<file path="src/rtl/pad_conditioner.sv">
// pad_conditioner: clocked conditioning between board pad buffers and system logic.
//
// Inputs: each of N_IN raw pad signals is synchronised through SYNC_STAGES flops.
// It is then debounced against a shared stable-cycle threshold. The block emits a
// clean level plus one-cycle rise/fall pulses. Outputs: N_LED registered LED drives,
// each selectable as off, on, blink or PWM-dimmed.
//
// Ports:
//   clk           system clock
//   srst_n        asynchronous active-low reset
//   pad_in        raw pad inputs, asynchronous to clk
//   debounce_cnt  consecutive synchronised samples needed to accept a new level (0 acts as 1)
//   in_level      debounced level per channel
//   in_rise       one-cycle pulse when in_level goes 0->1
//   in_fall       one-cycle pulse when in_level goes 1->0
//   led_mode      per LED, bits [2i+1:2i]: 00 off, 01 on, 10 blink, 11 PWM
//   led_duty      per LED PWM duty, bits [PWM_W*i +: PWM_W]
//   led_out       registered LED drive
module pad_conditioner #(
   parameter int               N_IN        = 2,
   parameter int               SYNC_STAGES = 2,
   parameter int               DEBOUNCE_W  = 16,
   parameter logic [N_IN-1:0]  IN_RST_VAL  = {N_IN{1'b1}},
   parameter int               N_LED       = 4,
   parameter int               PWM_W       = 8,
   parameter int               BLINK_W     = 24
) (
   input  logic                    clk,
   input  logic                    srst_n,
   input  logic [N_IN-1:0]         pad_in,
   input  logic [DEBOUNCE_W-1:0]   debounce_cnt,
   output logic [N_IN-1:0]         in_level,
   output logic [N_IN-1:0]         in_rise,
   output logic [N_IN-1:0]         in_fall,
   input  logic [2*N_LED-1:0]      led_mode,
   input  logic [PWM_W*N_LED-1:0]  led_duty,
   output logic [N_LED-1:0]        led_out
);

   // True once this mismatch cycle brings the run up to the threshold.
   // The increment is one bit wider so an all-ones count cannot wrap.
   // A zero threshold is always reached, which makes 0 behave like 1.
   function automatic logic thresh_reached(input logic [DEBOUNCE_W-1:0] cnt,
                                           input logic [DEBOUNCE_W-1:0] thr);
      logic [DEBOUNCE_W:0] cnt_inc;
      cnt_inc = {1'b0, cnt} + (DEBOUNCE_W+1)'(1);
      return cnt_inc >= {1'b0, thr};
   endfunction

   // Stage p0: synchroniser chain; entry 0 samples the pad, last entry is the clean sample.
   logic [SYNC_STAGES-1:0][N_IN-1:0] sync_p0;
   logic [N_IN-1:0]                  s_p0;

   assign s_p0 = sync_p0[SYNC_STAGES-1];

   always_ff @(posedge clk or negedge srst_n) begin
      if (!srst_n) begin
         sync_p0 <= {SYNC_STAGES{IN_RST_VAL}};
      end else begin
         sync_p0 <= {sync_p0[SYNC_STAGES-2:0], pad_in};
      end
   end

   // Stage p1: debounce counters and registered level/pulse outputs.
   logic [N_IN-1:0][DEBOUNCE_W-1:0] cnt_p1;
   logic [N_IN-1:0][DEBOUNCE_W-1:0] cnt_d;
   logic [N_IN-1:0]                 level_d;
   logic [N_IN-1:0]                 rise_d;
   logic [N_IN-1:0]                 fall_d;

   always_comb begin
      level_d = in_level;
      rise_d  = '0;
      fall_d  = '0;
      cnt_d   = '0;
      for (int i = 0; i < N_IN; i++) begin
         // Any cycle of agreement leaves cnt_d at 0, which restarts the count.
         if (s_p0[i] != in_level[i]) begin
            if (thresh_reached(cnt_p1[i], debounce_cnt)) begin
               level_d[i] = s_p0[i];
               rise_d[i]  = s_p0[i];
               fall_d[i]  = ~s_p0[i];
            end else begin
               cnt_d[i] = cnt_p1[i] + DEBOUNCE_W'(1);
            end
         end
      end
   end

   always_ff @(posedge clk or negedge srst_n) begin
      if (!srst_n) begin
         cnt_p1   <= '0;
         in_level <= IN_RST_VAL;
         in_rise  <= '0;
         in_fall  <= '0;
      end else begin
         cnt_p1   <= cnt_d;
         in_level <= level_d;
         in_rise  <= rise_d;
         in_fall  <= fall_d;
      end
   end

   // LED engine: free-running counters shared by every LED.
   // All LEDs in the same mode therefore stay phase-aligned.
   logic [PWM_W-1:0]   pwm_cnt;
   logic [BLINK_W-1:0] blink_cnt;
   logic [N_LED-1:0]   led_d;

   always_comb begin
      led_d = '0;
      for (int l = 0; l < N_LED; l++) begin
         case (led_mode[2*l +: 2])
            2'b00:   led_d[l] = 1'b0;
            2'b01:   led_d[l] = 1'b1;
            2'b10:   led_d[l] = blink_cnt[BLINK_W-1];
            default: led_d[l] = led_duty[PWM_W*l +: PWM_W] > pwm_cnt;
         endcase
      end
   end

   always_ff @(posedge clk or negedge srst_n) begin
      if (!srst_n) begin
         pwm_cnt   <= '0;
         blink_cnt <= '0;
         led_out   <= '0;
      end else begin
         pwm_cnt   <= pwm_cnt + PWM_W'(1);
         blink_cnt <= blink_cnt + BLINK_W'(1);
         led_out   <= led_d;
      end
   end

endmodule

</file>
<file path="config.mk">
export PLATFORM = sky130hd
export DESIGN_NAME = pad_conditioner
export DESIGN_NICKNAME = d
export VERILOG_FILES = /design/src/rtl/pad_conditioner.sv
export SDC_FILE = /design/constraint.sdc
export NUM_CORES = 1
export LEC_CHECK = 0
export CAP_MARGIN = 15
export CORE_MARGIN = 2
export CORE_UTILIZATION = 39
export DETAILED_ROUTE_END_ITERATION = 8
export GPL_ROUTABILITY_DRIVEN = 0
export PLACE_DENSITY = 0.67
export SYNTH_ARGS = -nofsm -noshare
export SYNTH_HDL_FRONTEND = slang
export SYNTH_SLANG_ARGS = --single-unit
</file>
<file path="constraint.sdc">
create_clock -name clk -period 3.2 [get_ports clk]
set_clock_uncertainty 0.05 [all_clocks]
set_input_delay 0.32 -clock clk [delete_from_list [all_inputs] [get_ports clk]]
set_output_delay 0.32 -clock clk [all_outputs]
set_load 0.01 [all_outputs]
</file>
==> results of run 1 <==
state kept, by name, indices dropped and copies added, names as in the netlist:
name / flops
led_out: 4
in_fall: 2
in_level: 2
s_p0: 2
pwm_cnt: 8
cnt_p1: 32
blink_cnt: 24
sync_p0: 2
in_rise: 2
cell usage after synthesis, drive strengths merged, types with 2 or more instances:
library cell	number
a21o	6
a21oi	19
a31oi	5
and3	22
and4	6
clkbuf	3
dfrtp	72
dfstp	6
ha	68
inv	33
mux2	2
nand2	24
nand2b	6
nand3	28
nand4	18
nand4b	4
nor2	25
nor2b	25
nor3	7
nor3b	5
o21a	4
o21ai	12
o31ai	2
or2	2
xnor2	40
xor2	18
logic make-up after synthesis:
| logic type | share of synthesized area |
|---|---|
| adders and majority gates | 0.1754 |
| AOI/OAI and AO/OA | 0.06964 |
| xor gates and xnor gates | 0.1063 |
| and+or+nand+nor | 0.2113 |
| buffers and inverters | 0.02889 |
| DFF | 0.4039 |
| muxes | 0.004642 |
worst max path at each step:
stage	start	to	slack, ns	cells after the start
floorplan	cnt_p1[18]	cnt_p1[18]	0.44	10
global placement	cnt_p1[0]	cnt_p1[12]	0.21	13
detailed placement	cnt_p1[0]	in_level[0]	0.13	12
CTS	cnt_p1[0]	in_level[0]	0.05	12
global route	cnt_p1[2]	cnt_p1[3]	-0.02	13
finish	cnt_p1[2]	cnt_p1[5]	0.15	13
per-layer routing:
metal | share of wire | vias to the layer above | global-route usage
met5 | 0 | - | 0
met4 | 0.018 | 0 | 0.05622
met3 | 0.030 | 16 | 0.03661
met2 | 0.50 | 46 | 0.2928
met1 | 0.45 | 1792 | 0.2200
li1 | - | 1825 | -
area by class of cell:
class	count	area [um2]	share of cell area
clock buffer	10	229.0	0.03724
inverter	33	123.9	0.02015
clock inverter	6	108.9	0.01770
tap	168	210.2	0.03419
timing repair buffer	76	740.7	0.1205
multi-input combinational	357	2774	0.4512
sequential	78	1962	0.3191
critical path, delay by kind of cell (launching register included):
family	cells	cell delay, ns
simple gates	6	1.05
buf+inv	3	0.57
compound gates	2	0.46
flops	1	0.40
fa+ha+maj	1	0.27
xor+xnor	1	0.19
metrics by stage:
stage | area [um2] | TNS (ns) | instances
2_1_floorplan | 4851 | 0 | 472
3_3_place_gp | 5778 | 0 | 711
3_5_place_dp | 5778 | 0 | 711
4_1_cts | 6116 | 0 | 727
5_1_grt | 6148 | -0.02374 | 728
6_report | 6148 | 0 | 728
report_power, final:
part           internal, mW  total, mW  leakage [nW]  switching, mW
registers              1.00       1.01          1.02         0.0105
clock network         0.762       1.16         0.167          0.399
logic                 0.125      0.232          1.75          0.108
total                  1.89       2.40          2.94          0.517
timing repair:
item | CTS | global route
buffers inserted | 0 | 1
resized for setup | 0 | 7
endpoints found under the setup margin | 0 | 20
hold endpoints to repair | 0 | 0
==> key figures, run 1 <==
Run status
  • Outcome: completed

Placed design
  • DPL Wire Length: 8300 um
  • I/O Buffers: 69
  • DP Worst Slack: 0.1268 ns

Yosys
  • Warnings from Yosys: 0
  • Synth async-reset ratio: 1.000
  • Number of flops mapped to enable cells by yosys: 0
  • Synth top area share: 0.3714
  • Synth top area cells: dfrtp_1 (37%), ha_1 (18%), xnor2_1 (7.0%)
  • Synth area leader: dfrtp_1
  • Average size of a mapped cell: 10.28 um2
  • Post-synth cell types: 47
  • Mapped Cells: 472
  • Syn Nets: 600
  • Area of the mapped netlist: 4851 um2
  • Seq/Total Area, Yosys: 0.4039
  • Top FF cell, synth: dfrtp_1
  • Synth Register Bits: 78

Routing
  • DRT iter0 DRCs: 157
  • DR vias: 3679
  • Initial DRT Pass Iterations: 4
  • ANT nets after route: 0
  • DR vias/cell: 5.054
  • DRC Markers: 0
  • Wirelength per Cell: 14.92 um
  • Post-Route WL: 10860 um

Timing
  • Period minus WS final: 3.054 ns
  • Final setup margin: 0.1458 ns
  • Final hold vios: 0
  • Max frequency: 327.4 MHz
  • Worst hold margin: 0.08855 ns
  • Slew headroom: 0.3481
  • Final worst-path cycle share: 0.9544
  • Finish-stage setup viols: 0
  • Measured slew at the worst slew-check pin: 0.9778 ns
  • Slew Viols, Final: 0

Layout
  • Commonest non-fill, non-tap cell in the layout: dfrtp_1
  • Post-layout util: 0.5098
  • Commonest cells after routing, fill and taps aside: dfrtp_1 (70), clkdlybuf4s50_1 (68), ha_1 (66)
  • Final nets: 683
  • Inserted Diodes: 0
  • # fillers: 1077
  • Proportion of layout cells with a drive suffix above 1: 0.08929
  • P&R area growth vs syn: 26.75%

GRT
  • Vias in the first global route: 3920
  • Largest net degree at the start of global routing: 79
  • Grt ovf: 0
  • Initial antenna violation count: 0
  • Gr usage total: 0.1725
  • First-pass GRT wire length: 18120 um

Floorplanning
  • Die width: 115.5 um
  • Core area: 12060 um2
  • Die H: 115.5 um
  • Num ports: 70
  • Initial core utilization: 0.4022
  • Die ar.: 13350 um2
  • Row count: 40

Clock network
  • CTS Buf Count: 9
  • Root buffer cell: clkbuf_16
  • CTS Buffer Depth: 2
  • Clock latency on the worst-skew pair: 0.34 ns
  • CTS tree: done
  • CTS Sinks: 78
  • Hold buffer count at cts: 0
  • Clk slew on worst S/H paths: 0.06 ns
  • Max H-tree Level: 3

Setup path
  • Crit-path cells: nand3_1 > buf_4 > nor3_4 > buf_4 > xor2_1 > ha_1 > nand2_1 > nor2_1 > a211oi_1 > o21ai_1 > nand4bb_2 > buf_4 > nor2b_1
  • Arr. time, crit path: 3.27 ns
  • Setup crit end kind: flip-flop
  • Critical R2R Capture: cnt_p1[5]
  • Worst setup SP type: flip-flop
  • CP max FO: 7
  • Worst r2r src: cnt_p1[2]
  • R2R depth: 13
  • CP max stage delay: 0.40 ns
  • Flop2flop setup slack: 0.15 ns
  • Cell mode on critical path: buf_4
  • Worst EP required: 3.41 ns
  • Kind of critical path: reg -> reg
  • Slowest CP cell: dfrtp_1

Min path
  • Hold/Removal Path Class: in -> async

Power
  • Static leakage: 2.943 nW
  • Worst vdd ir: 0.2788 mV
  • Overall power: 2.405 mW
  • Power per cell area: 391.1 nW/um2

Job
  • Maxcap violations: 0
Power figures use the tool's default switching activity.
==> run 2: changes to the inputs <==
CAP_MARGIN = 20   (was 15)
==> results of run 2 <==
The final DEF is identical to that of run 1; final timing and power are the same.
